[config.mk]
export PLATFORM = sky130hd
export DESIGN_NAME = branch_resolver_flat
export DESIGN_NICKNAME = d
export VERILOG_FILES = /design/src/rtl/branch_resolver_pkg.sv /design/src/rtl/branch_resolver_if.sv /design/src/rtl/br_pred_fifo.sv /design/src/rtl/branch_resolver.sv /design/src/flat_wrapper.sv
export SDC_FILE = /design/constraint.sdc
export NUM_CORES = 1
export LEC_CHECK = 0
export ABC_CLOCK_PERIOD_IN_PS = 6500
export CORE_ASPECT_RATIO = 1.25
export CORE_MARGIN = 8
export CORE_UTILIZATION = 34
export DETAILED_ROUTE_END_ITERATION = 16
export HOLD_SLACK_MARGIN = 0.08
export PLACE_DENSITY = 0.54
export REMOVE_ABC_BUFFERS = 1
export SYNTH_ARGS = -nofsm -noshare
export SYNTH_HDL_FRONTEND = slang
export SYNTH_SLANG_ARGS = --single-unit
[constraint.sdc]
create_clock -name clk -period 6.5 [get_ports clk]
set_input_delay 0.975 -clock clk [delete_from_list [all_inputs] [get_ports clk]]
set_output_delay 0.975 -clock clk [all_outputs]
set_load 0.01 [all_outputs]
[src/rtl/branch_resolver_pkg.sv]
// Shared definitions for the branch resolver: default widths, FSM encoding,
// and the layout of a queued prediction record {pc, taken, target}.
package branch_resolver_pkg;

  localparam int BR_N       = 32;
  localparam int BR_TAKEN_W = 1;

  typedef enum logic {
    ST_IDLE  = 1'b0,
    ST_FLUSH = 1'b1
  } br_state_e;

  function automatic int rec_width(input int n);
    return n + BR_TAKEN_W + n;
  endfunction

endpackage

[src/rtl/branch_resolver_if.sv]
// Prediction / resolution / redirect / training bundle between the fetch-decode
// pipeline (master) and the branch resolver (slave).
interface branch_resolver_if
  import branch_resolver_pkg::*;
#(
  parameter int N = BR_N
);

  logic         i_pred_valid;
  logic [N-1:0] i_pred_pc;
  logic         i_pred_taken;
  logic [N-1:0] i_pred_target;
  logic         o_pred_ready;

  logic         i_res_valid;
  logic [N-1:0] i_res_pc;
  logic         i_res_taken;
  logic [N-1:0] i_res_target;

  logic         o_redirect;
  logic [N-1:0] o_redirect_pc;
  logic         o_flush;

  logic         o_upd_valid;
  logic [N-1:0] o_upd_pc;
  logic         o_upd_taken;
  logic [N-1:0] o_upd_target;

  logic         o_qerr;
  logic [31:0]  o_stat_total;
  logic [31:0]  o_stat_mispred;

  modport master (
    output i_pred_valid, i_pred_pc, i_pred_taken, i_pred_target,
    output i_res_valid, i_res_pc, i_res_taken, i_res_target,
    input  o_pred_ready, o_redirect, o_redirect_pc, o_flush,
    input  o_upd_valid, o_upd_pc, o_upd_taken, o_upd_target,
    input  o_qerr, o_stat_total, o_stat_mispred
  );

  modport slave (
    input  i_pred_valid, i_pred_pc, i_pred_taken, i_pred_target,
    input  i_res_valid, i_res_pc, i_res_taken, i_res_target,
    output o_pred_ready, o_redirect, o_redirect_pc, o_flush,
    output o_upd_valid, o_upd_pc, o_upd_taken, o_upd_target,
    output o_qerr, o_stat_total, o_stat_mispred
  );

endinterface

[src/rtl/br_pred_fifo.sv]
// In-flight prediction queue: DEPTH x W synchronous FIFO with push, pop and a
// clear that wins over a same-cycle push/pop.
module br_pred_fifo #(
  parameter int DEPTH = 4,
  parameter int W     = 65
) (
  input  logic                     clk,
  input  logic                     rst,
  input  logic                     push_i,
  input  logic                     pop_i,
  input  logic                     clear_i,
  input  logic [W-1:0]             din_i,
  output logic [W-1:0]             dout_o,
  output logic [$clog2(DEPTH):0]   count_o,
  output logic                     full_o,
  output logic                     empty_o
);

  localparam int AW = $clog2(DEPTH);
  localparam int CW = AW + 1;

  logic [W-1:0]  mem [DEPTH];
  logic [AW-1:0] wr_ptr_q, wr_ptr_d;
  logic [AW-1:0] rd_ptr_q, rd_ptr_d;
  logic [CW-1:0] count_q, count_d;
  logic          push_ok, pop_ok;

  assign full_o  = (count_q == CW'(DEPTH));
  assign empty_o = (count_q == '0);
  assign count_o = count_q;
  assign dout_o  = mem[rd_ptr_q];

  assign push_ok = push_i && !full_o && !clear_i;
  assign pop_ok  = pop_i && !empty_o && !clear_i;

  // NOTE: every signal written here gets a default first, so no path leaves it unassigned and no latch is inferred.
  always_comb begin
    wr_ptr_d = wr_ptr_q;
    rd_ptr_d = rd_ptr_q;
    count_d  = count_q;
    if (clear_i) begin
      wr_ptr_d = '0;
      rd_ptr_d = '0;
      count_d  = '0;
    end else begin
      if (push_ok) wr_ptr_d = wr_ptr_q + 1'b1;
      if (pop_ok)  rd_ptr_d = rd_ptr_q + 1'b1;
      count_d = count_q + CW'(push_ok) - CW'(pop_ok);
    end
  end

  // NOTE: state registers use non-blocking assignments so all flops update together at the edge.
  always_ff @(posedge clk) begin
    if (rst) begin
      wr_ptr_q <= '0;
      rd_ptr_q <= '0;
      count_q  <= '0;
    end else begin
      wr_ptr_q <= wr_ptr_d;
      rd_ptr_q <= rd_ptr_d;
      count_q  <= count_d;
    end
  end

  // NOTE: the storage array is not reset; entries are only read while count says they are valid.
  always_ff @(posedge clk) begin
    if (push_ok) mem[wr_ptr_q] <= din_i;
  end

endmodule

[src/rtl/branch_resolver.sv]
// Matches ID-stage resolutions against queued IF predictions, issuing redirect,
// flush and predictor training. Optional counters under `BR_STATS_EN.
module branch_resolver
  import branch_resolver_pkg::*;
#(
  parameter int N            = BR_N,
  parameter int QDEPTH       = 4,
  parameter int FLUSH_CYCLES = 2
) (
  input logic              clk,
  input logic              rst,
  branch_resolver_if.slave bus
);

  localparam int CW  = $clog2(QDEPTH) + 1;
  localparam int RW  = rec_width(N);
  localparam int FCW = (FLUSH_CYCLES > 1) ? $clog2(FLUSH_CYCLES) : 1;

  br_state_e      state_q, state_d;
  logic [FCW-1:0] flush_cnt_q, flush_cnt_d;

  logic [RW-1:0]  head;
  logic [CW-1:0]  fifo_count;
  logic           fifo_empty, unused_fifo_full;
  logic           fifo_push, fifo_pop;

  logic [N-1:0]   head_pc, head_target;
  logic           head_taken;
  logic           pred_ready, res_fire, head_match, qerr, pred_taken, mispredict;
  logic [N-1:0]   redirect_pc_d;

  logic           upd_valid_q, upd_taken_q, redirect_q, qerr_q;
  logic [N-1:0]   upd_pc_q, upd_target_q, redirect_pc_q;

  assign head_pc     = head[RW-1 -: N];
  assign head_taken  = head[N];
  assign head_target = head[N-1:0];

  assign pred_ready = (state_q == ST_IDLE) && (fifo_count < CW'(QDEPTH));
  assign res_fire   = (state_q == ST_IDLE) && bus.i_res_valid;
  assign head_match = !fifo_empty && (head_pc == bus.i_res_pc);
  assign qerr       = res_fire && !fifo_empty && !head_match;
  // An unpredicted branch (empty queue) counts as predicted not-taken.
  assign pred_taken = !fifo_empty && head_taken;
  assign mispredict = res_fire && (qerr || (bus.i_res_taken != pred_taken) ||
                      (bus.i_res_taken && pred_taken && (bus.i_res_target != head_target)));

  assign fifo_push = bus.i_pred_valid && pred_ready && !mispredict;
  assign fifo_pop  = res_fire && head_match;

  assign redirect_pc_d = bus.i_res_taken ? bus.i_res_target : bus.i_res_pc + N'(4);

  br_pred_fifo #(
    .DEPTH (QDEPTH),
    .W     (RW)
  ) u_fifo (
    .clk     (clk),
    .rst     (rst),
    .push_i  (fifo_push),
    .pop_i   (fifo_pop),
    .clear_i (mispredict),
    .din_i   ({bus.i_pred_pc, bus.i_pred_taken, bus.i_pred_target}),
    .dout_o  (head),
    .count_o (fifo_count),
    .full_o  (unused_fifo_full),
    .empty_o (fifo_empty)
  );

  always_ff @(posedge clk) begin
    if (rst) begin
      state_q     <= ST_IDLE;
      flush_cnt_q <= '0;
    end else begin
      state_q     <= state_d;
      flush_cnt_q <= flush_cnt_d;
    end
  end

  always_comb begin
    state_d     = state_q;
    flush_cnt_d = flush_cnt_q;
    case (state_q)
      ST_IDLE: begin
        if (mispredict) begin
          state_d     = ST_FLUSH;
          flush_cnt_d = FCW'(FLUSH_CYCLES - 1);
        end
      end
      ST_FLUSH: begin
        if (flush_cnt_q == '0) state_d = ST_IDLE;
        else                   flush_cnt_d = flush_cnt_q - 1'b1;
      end
      default: state_d = ST_IDLE;
    endcase
  end

  // Payloads are zeroed when their valid is low so idle outputs read as 0.
  always_ff @(posedge clk) begin
    if (rst) begin
      upd_valid_q   <= 1'b0;
      upd_pc_q      <= '0;
      upd_taken_q   <= 1'b0;
      upd_target_q  <= '0;
      redirect_q    <= 1'b0;
      redirect_pc_q <= '0;
      qerr_q        <= 1'b0;
    end else begin
      upd_valid_q   <= res_fire;
      upd_pc_q      <= res_fire ? bus.i_res_pc : '0;
      upd_taken_q   <= res_fire && bus.i_res_taken;
      upd_target_q  <= res_fire ? bus.i_res_target : '0;
      redirect_q    <= mispredict;
      redirect_pc_q <= mispredict ? redirect_pc_d : '0;
      qerr_q        <= qerr;
    end
  end

  assign bus.o_pred_ready  = pred_ready;
  assign bus.o_flush       = (state_q == ST_FLUSH);
  assign bus.o_redirect    = redirect_q;
  assign bus.o_redirect_pc = redirect_pc_q;
  assign bus.o_upd_valid   = upd_valid_q;
  assign bus.o_upd_pc      = upd_pc_q;
  assign bus.o_upd_taken   = upd_taken_q;
  assign bus.o_upd_target  = upd_target_q;
  assign bus.o_qerr        = qerr_q;

`ifdef BR_STATS_EN
  logic [31:0] stat_total_q, stat_mispred_q;

  always_ff @(posedge clk) begin
    if (rst) begin
      stat_total_q   <= '0;
      stat_mispred_q <= '0;
    end else begin
      if (res_fire && (stat_total_q != '1))     stat_total_q   <= stat_total_q + 1'b1;
      if (mispredict && (stat_mispred_q != '1)) stat_mispred_q <= stat_mispred_q + 1'b1;
    end
  end

  assign bus.o_stat_total   = stat_total_q;
  assign bus.o_stat_mispred = stat_mispred_q;
`else
  assign bus.o_stat_total   = '0;
  assign bus.o_stat_mispred = '0;
`endif

endmodule

[src/flat_wrapper.sv]
// flat-port wrapper written by rule: the top's interface ports become plain ports
module branch_resolver_flat import branch_resolver_pkg::*;
#(
  parameter int N            = BR_N,
  parameter int QDEPTH       = 4,
  parameter int FLUSH_CYCLES = 2
)
  (clk, rst, bus_i_pred_valid, bus_i_pred_pc, bus_i_pred_taken, bus_i_pred_target, bus_i_res_valid, bus_i_res_pc, bus_i_res_taken, bus_i_res_target, bus_o_pred_ready, bus_o_redirect, bus_o_redirect_pc, bus_o_flush, bus_o_upd_valid, bus_o_upd_pc, bus_o_upd_taken, bus_o_upd_target, bus_o_qerr, bus_o_stat_total, bus_o_stat_mispred);
  branch_resolver_if #(.N(N)) bus_i ();
  input logic clk;
  input logic rst;
  input wire logic [$bits(bus_i.i_pred_valid)-1:0] bus_i_pred_valid;
  input wire logic [$bits(bus_i.i_pred_pc)-1:0] bus_i_pred_pc;
  input wire logic [$bits(bus_i.i_pred_taken)-1:0] bus_i_pred_taken;
  input wire logic [$bits(bus_i.i_pred_target)-1:0] bus_i_pred_target;
  input wire logic [$bits(bus_i.i_res_valid)-1:0] bus_i_res_valid;
  input wire logic [$bits(bus_i.i_res_pc)-1:0] bus_i_res_pc;
  input wire logic [$bits(bus_i.i_res_taken)-1:0] bus_i_res_taken;
  input wire logic [$bits(bus_i.i_res_target)-1:0] bus_i_res_target;
  output wire logic [$bits(bus_i.o_pred_ready)-1:0] bus_o_pred_ready;
  output wire logic [$bits(bus_i.o_redirect)-1:0] bus_o_redirect;
  output wire logic [$bits(bus_i.o_redirect_pc)-1:0] bus_o_redirect_pc;
  output wire logic [$bits(bus_i.o_flush)-1:0] bus_o_flush;
  output wire logic [$bits(bus_i.o_upd_valid)-1:0] bus_o_upd_valid;
  output wire logic [$bits(bus_i.o_upd_pc)-1:0] bus_o_upd_pc;
  output wire logic [$bits(bus_i.o_upd_taken)-1:0] bus_o_upd_taken;
  output wire logic [$bits(bus_i.o_upd_target)-1:0] bus_o_upd_target;
  output wire logic [$bits(bus_i.o_qerr)-1:0] bus_o_qerr;
  output wire logic [$bits(bus_i.o_stat_total)-1:0] bus_o_stat_total;
  output wire logic [$bits(bus_i.o_stat_mispred)-1:0] bus_o_stat_mispred;
  assign bus_i.i_pred_valid = bus_i_pred_valid;
  assign bus_i.i_pred_pc = bus_i_pred_pc;
  assign bus_i.i_pred_taken = bus_i_pred_taken;
  assign bus_i.i_pred_target = bus_i_pred_target;
  assign bus_i.i_res_valid = bus_i_res_valid;
  assign bus_i.i_res_pc = bus_i_res_pc;
  assign bus_i.i_res_taken = bus_i_res_taken;
  assign bus_i.i_res_target = bus_i_res_target;
  assign bus_o_pred_ready = bus_i.o_pred_ready;
  assign bus_o_redirect = bus_i.o_redirect;
  assign bus_o_redirect_pc = bus_i.o_redirect_pc;
  assign bus_o_flush = bus_i.o_flush;
  assign bus_o_upd_valid = bus_i.o_upd_valid;
  assign bus_o_upd_pc = bus_i.o_upd_pc;
  assign bus_o_upd_taken = bus_i.o_upd_taken;
  assign bus_o_upd_target = bus_i.o_upd_target;
  assign bus_o_qerr = bus_i.o_qerr;
  assign bus_o_stat_total = bus_i.o_stat_total;
  assign bus_o_stat_mispred = bus_i.o_stat_mispred;
  branch_resolver #(.N(N), .QDEPTH(QDEPTH), .FLUSH_CYCLES(FLUSH_CYCLES)) u_core (.clk(clk), .rst(rst), .bus(bus_i));
endmodule
==> results of run 1 <==
## power by group through the flow
| stage | clock network (W) | logic [W] | registers [W] |
|---|---|---|---|
| floorplan | 0 | 0.000314 | 0.00282 |
| global placement | 0 | 0.000702 | 0.00279 |
| detailed placement | 0 | 0.000704 | 0.00280 |
| CTS | 0.00236 | 0.000705 | 0.00275 |
| global route | 0.00244 | 0.000748 | 0.00276 |
| finish | 0.00231 | 0.000692 | 0.00275 |
## critical path: stages, from the launching register on
cell	delay, ns
sky130_fd_sc_hd__dfxtp_4	0.84
sky130_fd_sc_hd__buf_4	0.45
sky130_fd_sc_hd__mux4_2	0.56
sky130_fd_sc_hd__xor2_1	0.15
sky130_fd_sc_hd__nor4_1	0.43
sky130_fd_sc_hd__nand3_1	0.18
sky130_fd_sc_hd__a2111o_1	0.41
sky130_fd_sc_hd__o21ba_1	0.29
sky130_fd_sc_hd__o21ai_1	0.31
sky130_fd_sc_hd__nand3_1	0.12
sky130_fd_sc_hd__ha_1	0.30
sky130_fd_sc_hd__inv_1	0.06
sky130_fd_sc_hd__ha_1	0.13
sky130_fd_sc_hd__inv_1	0.04
sky130_fd_sc_hd__fa_1	0.36
sky130_fd_sc_hd__xor2_1	0.16
sky130_fd_sc_hd__xnor2_1	0.17
sky130_fd_sc_hd__nor3_2	0.05
## sequential cells by signal, indices dropped and copies added, names as in the netlist, 2 cells and up, named ones only
signal,cells
u_core.bus.o_redirect_pc,32
u_core.u_fifo.rd_ptr_q,2
u_core.u_fifo.wr_ptr_q,2
u_core.bus.o_upd_pc,32
u_core.u_fifo.mem,260
u_core.u_fifo.count_o,3
u_core.bus.o_upd_target,32
## worst min path at each step
| stage | start | to | cells after the start |
|---|---|---|---|
| 3_5_place_dp | u_core.flush_cnt_q | u_core.bus.o_flush | 2 |
| 4_1_cts | u_core.flush_cnt_q | u_core.bus.o_flush | 2 |
| 6_report | u_core.flush_cnt_q | u_core.bus.o_flush | 2 |
| 3_3_place_gp | u_core.flush_cnt_q | u_core.bus.o_flush | 2 |
| 5_1_grt | u_core.flush_cnt_q | u_core.bus.o_flush | 2 |
| 2_1_floorplan | u_core.flush_cnt_q | u_core.bus.o_flush | 2 |
## Yosys cell counts (5+ instances only)
cell	instances	area, µm²
sky130_fd_sc_hd__and4_1	5	43.8
sky130_fd_sc_hd__mux2i_1	21	210
sky130_fd_sc_hd__nand2_1	18	67.6
sky130_fd_sc_hd__nor2b_1	6	37.5
sky130_fd_sc_hd__nand4_1	17	106
sky130_fd_sc_hd__and3_1	75	469
sky130_fd_sc_hd__clkbuf_1	32	120
sky130_fd_sc_hd__buf_4	69	518
sky130_fd_sc_hd__a21oi_1	33	165
sky130_fd_sc_hd__buf_2	10	50.1
sky130_fd_sc_hd__nor4_1	5	31.3
sky130_fd_sc_hd__o21ai_0	8	40.0
sky130_fd_sc_hd__xor2_1	33	289
sky130_fd_sc_hd__nor2_1	55	206
sky130_fd_sc_hd__edfxtp_1	260	7810
sky130_fd_sc_hd__nor3_1	6	30.0
sky130_fd_sc_hd__mux4_2	58	1310
sky130_fd_sc_hd__xnor2_1	62	543
sky130_fd_sc_hd__inv_1	10	37.5
sky130_fd_sc_hd__ha_1	8	100
sky130_fd_sc_hd__dfxtp_1	111	2220
sky130_fd_sc_hd__nand3_1	12	60.1
## metrics by stage
step	setup TNS, ns	setup WS, ns	util (%)	std cells	total power, W
global placement	0	1.22	40.7	1711	0.00349
finish	0	1.29	43.9	1790	0.00574
floorplan	-316.37	-1.22	-	895	0.00313
global route	0	0.863	43.9	1788	0.00594
CTS	0	1.17	43.9	1783	0.00582
detailed placement	0	1.21	40.7	1711	0.00350
## cell families (layout without fill, tap and decap cells)
logic type	after synthesis	count (layout)	share of synthesized area, %
and+or+nand+nor	216	216	8.21
adders and majority gates	9	9	0.814
AOI/OAI and AO/OA	51	51	1.98
muxes	79	79	10.3
DFF	371	371	68.0
buffers and inverters	124	333	5.10
xor gates and xnor gates	95	95	5.64
other	1	71	0.0254
## per-layer routing
| metal | up-vias | track usage [%] | part of all wire [%] |
|---|---|---|---|
| met2 | 292 | 28.5 | 52 |
| met3 | 70 | 3.58 | 6.4 |
| met4 | 0 | 6.45 | 3.6 |
| met1 | 4253 | 18.0 | 38 |
| met5 | - | 0 | 0 |
| li1 | 3877 | - | - |
## placed cells by master, fill, tap and decap left out, drive strengths merged, types with 2 or more instances in the layout
cell,count
a21oi,33
and3,75
and4,5
buf,17
bufinv,4
clkbuf,53
clkdlybuf4s50,234
clkinv,13
conb,64
dfxtp,111
diode,7
edfxtp,260
ha,8
inv,11
mux2i,21
mux4,58
nand2,18
nand2b,2
nand3,12
nand4,17
nor2,55
nor2b,6
nor3,9
nor3b,4
nor4,6
o21ai,9
or3,4
xnor2,62
xor2,33
## layout make-up
cell class                      instances  share of cell area [%]
Tap cell                              565                    3.75
Clock buffer                           53                    6.00
Sequential cell                       371                    53.2
Antenna cell                            7                  0.0929
Multi-Input combinational cell        514                    22.6
Clock inverter                         19                    1.09
Inverter                               10                   0.199
Timing Repair Buffer                  251                    13.1
==> results by stage, run 1 <==
Worst setup path:
- The data arrival at the endpoint of the critical path is 5.60 ns.
- The critical path class is flop to flop.
- STA classifies the critical path endpoint as a flop.
- The kind of start point of the critical path is a flop.
- The reg-to-reg critical path endpoint is u_core.u_fifo.count_o[2].
- The highest net fanout along the worst path is 35.
- The required arrival time at the worst endpoint is 6.89 ns.
- The worst register-to-register path has a setup slack of 1.29 ns.
- The endpoint of the worst setup timing path is u_core.u_fifo.count_o[2].
- Counting cells, the worst reg-to-reg path comes to 17.

Clock network:
- The count of instances resized after the clock tree is built is 0.
- The number of clock sinks seen by CTS is 371.
- The number of buffers created by CTS is 39.
- The number of buffers inserted by hold repair at cts is 0.
- The number of post-CTS setup repair buffers is 0.
- The TritonCTS clock tree is yes.
- In this run the number of H-tree levels came out at 2.
- In this run the clock root is driven by a sky130_fd_sc_hd__clkbuf_16.
- The clock transition time at the flip-flop clock pins of the worst setup and hold paths is 0.06 ns.
- The clock insertion delay at the later pin of the skew report is 0.54 ns.
- The deepest clock path buffer count is 3.

Cells and area:
- The total non-filler cell area in the finished layout is 0.0189 mm².
- Summing all multi-input logic gate instances after layout gives 0.00425 mm².
- Compared with the post-synthesis result, the final layout area differs by 27.8%.
- The fraction of final layout cells sized beyond drive strength 1 is 12.2%.
- In the final layout, flip-flops and latches occupy 0.0100 mm².
- At the end of the flow, the number of nets in the layout was 1330.
- The number of inserted filler cells in the final layout is 3888.

STA:
- The worst slew margin relative to its limit is 25.5%.
- Setup repair after global routing left no endpoint under its margin.
- Hold is met by 0.464 ns.
- The clock period minus worst slack is 5.21 ns.
- The number of failing setup endpoints in the final timing report is 0.
- For the pin with the worst max-slew slack, the measured transition is 1.11 ns.
- The number of max-slew violations in the final report was 0.
- The maximum clock frequency is 0.192 GHz.
- The final number of hold-violating endpoints came to 0.
- Across the routed clock network, the largest skew measured is 0.0211 ns.
- Dividing the final minimum period by the clock period gives 80.1%.

Power and ir drop:
- Power spread over the standard cell area amounts to 305 mW/mm².
- The sequential cell fraction of total power is 47.8%.
- Of the total power, the share spent switching nets is 23.4%.
- The internal portion of the total power is 0.00440 W.
- The combinational fraction of design power is 12.0%.
- The clock network is responsible for 40.1% of the overall power.
- The worst-case IR drop observed on VDD is 0.152 mV.
- The switching power is 0.00134 W.
- Summed over all cells, the static leakage comes to 6.55 nW.

Floorplan:
- The I/O pin count is 300.
- Row generation in the floorplan step produced 85 rows.
- The die boundary width is 202 µm.
- The vertical extent of the die is 249 µm.
- The die covers 0.0504 mm².
- The core outline area is 0.0430 mm².
- The starting density of the core is 34.3%.

Global route:
- The pin count of the biggest net entering global routing is 67.
- The number of global-route vias before repair is 9026.
- The final global-route overflow total is 0.
- The first global-routing pass estimated 59.9 mm of wire.
- Global routing used 15.9% of the available tracks.
- The initial antenna violation count was 6.

Detailed routing:
- For this run, design rule violations remaining after detail routing come to 0.
- Wires add up to 41.6 mm.
- The first-pass iteration count of the detailed router is 4.
- The routed length per placed instance is 23.2 µm.
- The via count is 8492.
- The post-detailed-route via-to-cell ratio is 4.74.
- The count of antenna-violating nets left after detailed routing is 0.
- The number of design-rule violations left by the first detailed-router iteration is 430.

Min path:
- The path class of the tightest hold or removal check is flop to flop.

Yosys:
- Yosys printed 0 warnings.
- The cell area that synthesis handed to floorplanning was 0.0148 mm².
- The number of register bits inferred by synthesis is 371.
- The primary flip-flop cell chosen by synthesis mapping is sky130_fd_sc_hd__edfxtp_1.
- The post-synthesis cell type count is 44.
- The number of synthesized flops with an enable pin is 260.
- The proportion of register bits with asynchronous set or reset after synthesis is 0%.
- Of the synthesized area, sequential elements account for 68.0%.
- Synthesis handed over a netlist of 946 instances.
- The average instance in the mapped netlist occupies 15.6 µm².

Placed design:
- In this run the tool buffered the top-level ports with 235 buffer cells.
- The half-perimeter wire length after detailed placement is 29.2 mm.
- Summing all placed instances gives a cell area of 0.0175 mm².
- At the end of routability-driven placement, the weighted congestion stood at 0.773.

Flow run:
- Across the run, the number of max-cap violations was 0.

Outcome:
- The flow ran to the end, and the final reports show no timing, DRC or antenna violations.
Power figures use the tool's default switching activity.
==> inputs of run 2 (changes only) <==
--- a/config.mk
+++ b/config.mk
@@ -5,13 +5,13 @@
 export SDC_FILE = /design/constraint.sdc
 export NUM_CORES = 1
 export LEC_CHECK = 0
-export ABC_CLOCK_PERIOD_IN_PS = 6500
+export ABC_CLOCK_PERIOD_IN_PS = 4250
 export CORE_ASPECT_RATIO = 1.25
 export CORE_MARGIN = 8
 export CORE_UTILIZATION = 34
 export DETAILED_ROUTE_END_ITERATION = 16
 export HOLD_SLACK_MARGIN = 0.08
-export PLACE_DENSITY = 0.54
+export PLACE_DENSITY = 0.56
 export REMOVE_ABC_BUFFERS = 1
 export SYNTH_ARGS = -nofsm -noshare
 export SYNTH_HDL_FRONTEND = slang
==> constraint.sdc (replaced) <==
create_clock -name clk -period 4.25 [get_ports clk]
set_input_delay 0.6375 -clock clk [delete_from_list [all_inputs] [get_ports clk]]
set_output_delay 0.6375 -clock clk [all_outputs]
set_load 0.01 [all_outputs]
==> results by stage, run 2 (same netlist as run 1, synthesis figures left out) <==
Floorplan:
- The starting density of the core is 34.3% (unchanged).
- The I/O pin count is 300 (unchanged).
- The core outline area is 0.0430 mm² (unchanged).
- The vertical extent of the die was 249 µm (unchanged).
- The die boundary width is 202 µm (unchanged).
- The number of placement rows is 85 (unchanged).
- The die footprint is 0.0504 mm² (unchanged).

Cells and area:
- The top cell types in the final layout, fill and taps aside, are sky130_fd_sc_hd__edfxtp_1 (260), sky130_fd_sc_hd__clkdlybuf4s50_1 (234), sky130_fd_sc_hd__dfxtp_1 (109).
- The area growth from synthesis to layout is 37.1%.
- The number of flip-flops in the largest register is 260 (unchanged).
- Leaving out fill and tap cells, the most frequent cell in the layout is sky130_fd_sc_hd__edfxtp_1.
- The area used by sequential logic in the layout is 0.0100 mm² (unchanged).
- More flip-flops sit in one register than any other, and that register is u_core.u_fifo.mem.
- The area occupied by multi-input gates is 0.00433 mm² (+1.9%).
- The final standard cell utilization of the core was 47.1% (+3.2 points).
- The number of inserted filler cells in the final layout is 3775 (-2.9%).
- The final layout net count was 1443 (+8.5%).
- The fraction of final layout cells sized beyond drive strength 1 is 20.9% (+8.6 points).

Worst setup path:
- The highest net fanout along the worst path is 7 (-80%).
- The endpoint of the worst setup timing path is u_core.u_fifo.count_o[2].
- The length in cells of the worst reg-to-reg path was 19 (+2).
- The required arrival time at the worst endpoint is 4.65 ns (-2.24 ns).
- The critical path class is flop to flop.
- The data arrival at the endpoint of the critical path was 4.49 ns (-1.11 ns).
- STA classifies the critical path endpoint as a flop.
- The kind of start point of the critical path is a flop.
- In this run the critical register-to-register path is captured at u_core.u_fifo.count_o[2].
- The setup slack on the worst flop-to-flop path is 0.17 ns (-1.12 ns).

STA:
- The final setup skew was 0.0180 ns (-0.00309 ns).
- The clock period minus worst slack is 4.08 ns (-1.13 ns).
- The final number of hold-violating endpoints is 0 (unchanged).
- The final total negative setup slack is 0 ns (unchanged).
- The number of max-slew violations in the final report is 0 (unchanged).
- The worst slew margin relative to its limit is 50.3% (+25 points).
- The period utilization came to 96.1% (+16 points).
- The number of failing setup endpoints in the final timing report is 0 (unchanged).
- The slew at the pin closest to its max-slew limit is 0.745 ns (-0.367 ns).
- The maximum clock frequency is 0.245 GHz (+28%).

Global route:
- The initial antenna violation count was 7 (+1).
- The final global-route overflow total is 0 (unchanged).
- The total global routing track utilization is 16.5% (+0.59 points).
- The first-pass GRT wire length is 62.0 mm (+3.4%).
- The pin count of the biggest net entering global routing is 67 (unchanged).
- The number of global-route vias before repair was 9394 (+4.1%).

Clock network:
- TritonCTS built the clock tree.
- The number of buffers inserted by hold repair at cts is 0 (unchanged).
- The number of H-tree levels is 2 (unchanged).
- The number of buffers created by CTS is 40 (+2.6%).
- The clock transition time at the flip-flop clock pins of the worst setup and hold paths is 0.06 ns (about the same).
- The clock insertion delay at the later pin of the skew report is 0.54 ns (about the same).
- The number of clock sinks seen by CTS is 371 (unchanged).
- The cell at the root of the clock tree is sky130_fd_sc_hd__clkbuf_16.
- The deepest clock path buffer count is 3 (unchanged).

Detailed routing:
- The number of design-rule violations left by the first detailed-router iteration was 524 (+22%).
- The first-pass iteration count of the detailed router is 4 (unchanged).
- The routed length per placed instance is 22.5 µm (-3.2%).
- The number of DRC violations after detailed routing is 0 (unchanged).
- The via count is 8839 (+4.1%).
- The post-detailed-route via-to-cell ratio is 4.64 (-2.1%).
- The final wirelength is 42.8 mm (+2.9%).
- The count of antenna-violating nets left after detailed routing is 0 (unchanged).

Placed design:
- The final RePlAce weighted congestion is 0.786 (+1.7%).
- The number of buffers inserted by port buffering came to 235 (unchanged).
- The half-perimeter wire length after detailed placement is 32.0 mm (+9.6%).

Power and ir drop:
- The leakage power is 7.27 nW (+11%).
- The maximum ir drop on the vdd rail is 0.254 mV (+67%).
- The power density normalized to cell area came to 446 mW/mm² (+47%).

Min path:
- In this run the worst hold path is classified as flop to flop.

Outcome:
- The run finished with clean final reports.

Flow run:
- The count of max-cap constraint violations is 0 (unchanged).
==> run 2: cell types whose count changed in the layout (fill, tap and decap cells not counted), sizes merged <==
cell,delta
buf,+111
clkbuf,+2
clkinvlp,-1
diode,-1
inv,+2
==> run 2: per-stage QoR <==
step | setup WS [ns] | total power [W] | instances | hold WS (ns) | instance area [µm²]
2_1_floorplan | -3.47 | 0.00479 | 895 | 0.431 | 14300
5_1_grt | -0.000162 | 0.00936 | 1902 | 0.509 | 20200
3_5_place_dp | -0.0947 | 0.00552 | 1812 | 0.468 | 18600
3_3_place_gp | -0.0108 | 0.00551 | 1812 | 0.443 | 18600
4_1_cts | 0.0174 | 0.00912 | 1893 | 0.477 | 20100
6_report | 0.167 | 0.00903 | 1903 | 0.476 | 20200
==> run 2: worst min path at each step <==
stage	cells after the start	end	startpoint
finish	2	u_core.bus.o_flush	u_core.flush_cnt_q
global route	2	u_core.flush_cnt_q	u_core.flush_cnt_q
CTS	2	u_core.bus.o_flush	u_core.flush_cnt_q
detailed placement	2	u_core.bus.o_flush	u_core.flush_cnt_q
global placement	2	u_core.bus.o_flush	u_core.flush_cnt_q
floorplan	2	u_core.bus.o_flush	u_core.flush_cnt_q
==> run 2: area by class of cell <==
class	count	share of cell area (%)
antenna	6	0.0742
clock buffer	54	5.73
clock inverter	20	1.06
inverter	10	0.185
multi-input combinational	514	21.4
sequential	371	49.6
tap	565	3.49
timing repair buffer	363	18.5
==> run 2: routing by layer <==
metal / vias to the layer above / global-route usage, % / part of all wire (%)
li1: 4115 / - / -
met1: 4388 / 18.9 / 39
met2: 273 / 30.0 / 54
met3: 61 / 3.25 / 5.3
met4: 2 / 5.89 / 2.6
met5: - / 0 / 0.030
==> run 2: critical path: stages (launching register included) <==
cell and delay, ns:
sky130_fd_sc_hd__dfxtp_4 0.37, sky130_fd_sc_hd__buf_12 0.15, sky130_fd_sc_hd__buf_12 0.13, sky130_fd_sc_hd__mux4_2 0.50
sky130_fd_sc_hd__xor2_1 0.17, sky130_fd_sc_hd__nor4_2 0.27, sky130_fd_sc_hd__buf_4 0.16, sky130_fd_sc_hd__nand3_1 0.06
sky130_fd_sc_hd__a2111o_1 0.43, sky130_fd_sc_hd__o21ba_4 0.23, sky130_fd_sc_hd__o21ai_4 0.13, sky130_fd_sc_hd__nand3_2 0.08
sky130_fd_sc_hd__ha_1 0.28, sky130_fd_sc_hd__inv_1 0.06, sky130_fd_sc_hd__ha_1 0.13, sky130_fd_sc_hd__inv_1 0.05
sky130_fd_sc_hd__fa_2 0.33, sky130_fd_sc_hd__xor2_1 0.15, sky130_fd_sc_hd__xnor2_1 0.19, sky130_fd_sc_hd__nor3_2 0.05
==> run 2: power by group <==
part / internal [W] / switching (W)
clock: 0.00217 / 0.00141
combinational: 0.000617 / 0.000642
sequential: 0.00414 / 0.0000605
==> run 2: what timing repair did <==
item	in CTS	in global routing
cloned	1	1
endpoints found under the hold margin	0	0
buffers inserted	6	5
pin swaps	5	16
setup endpoints to repair	1	2
gates resized for setup	8	13
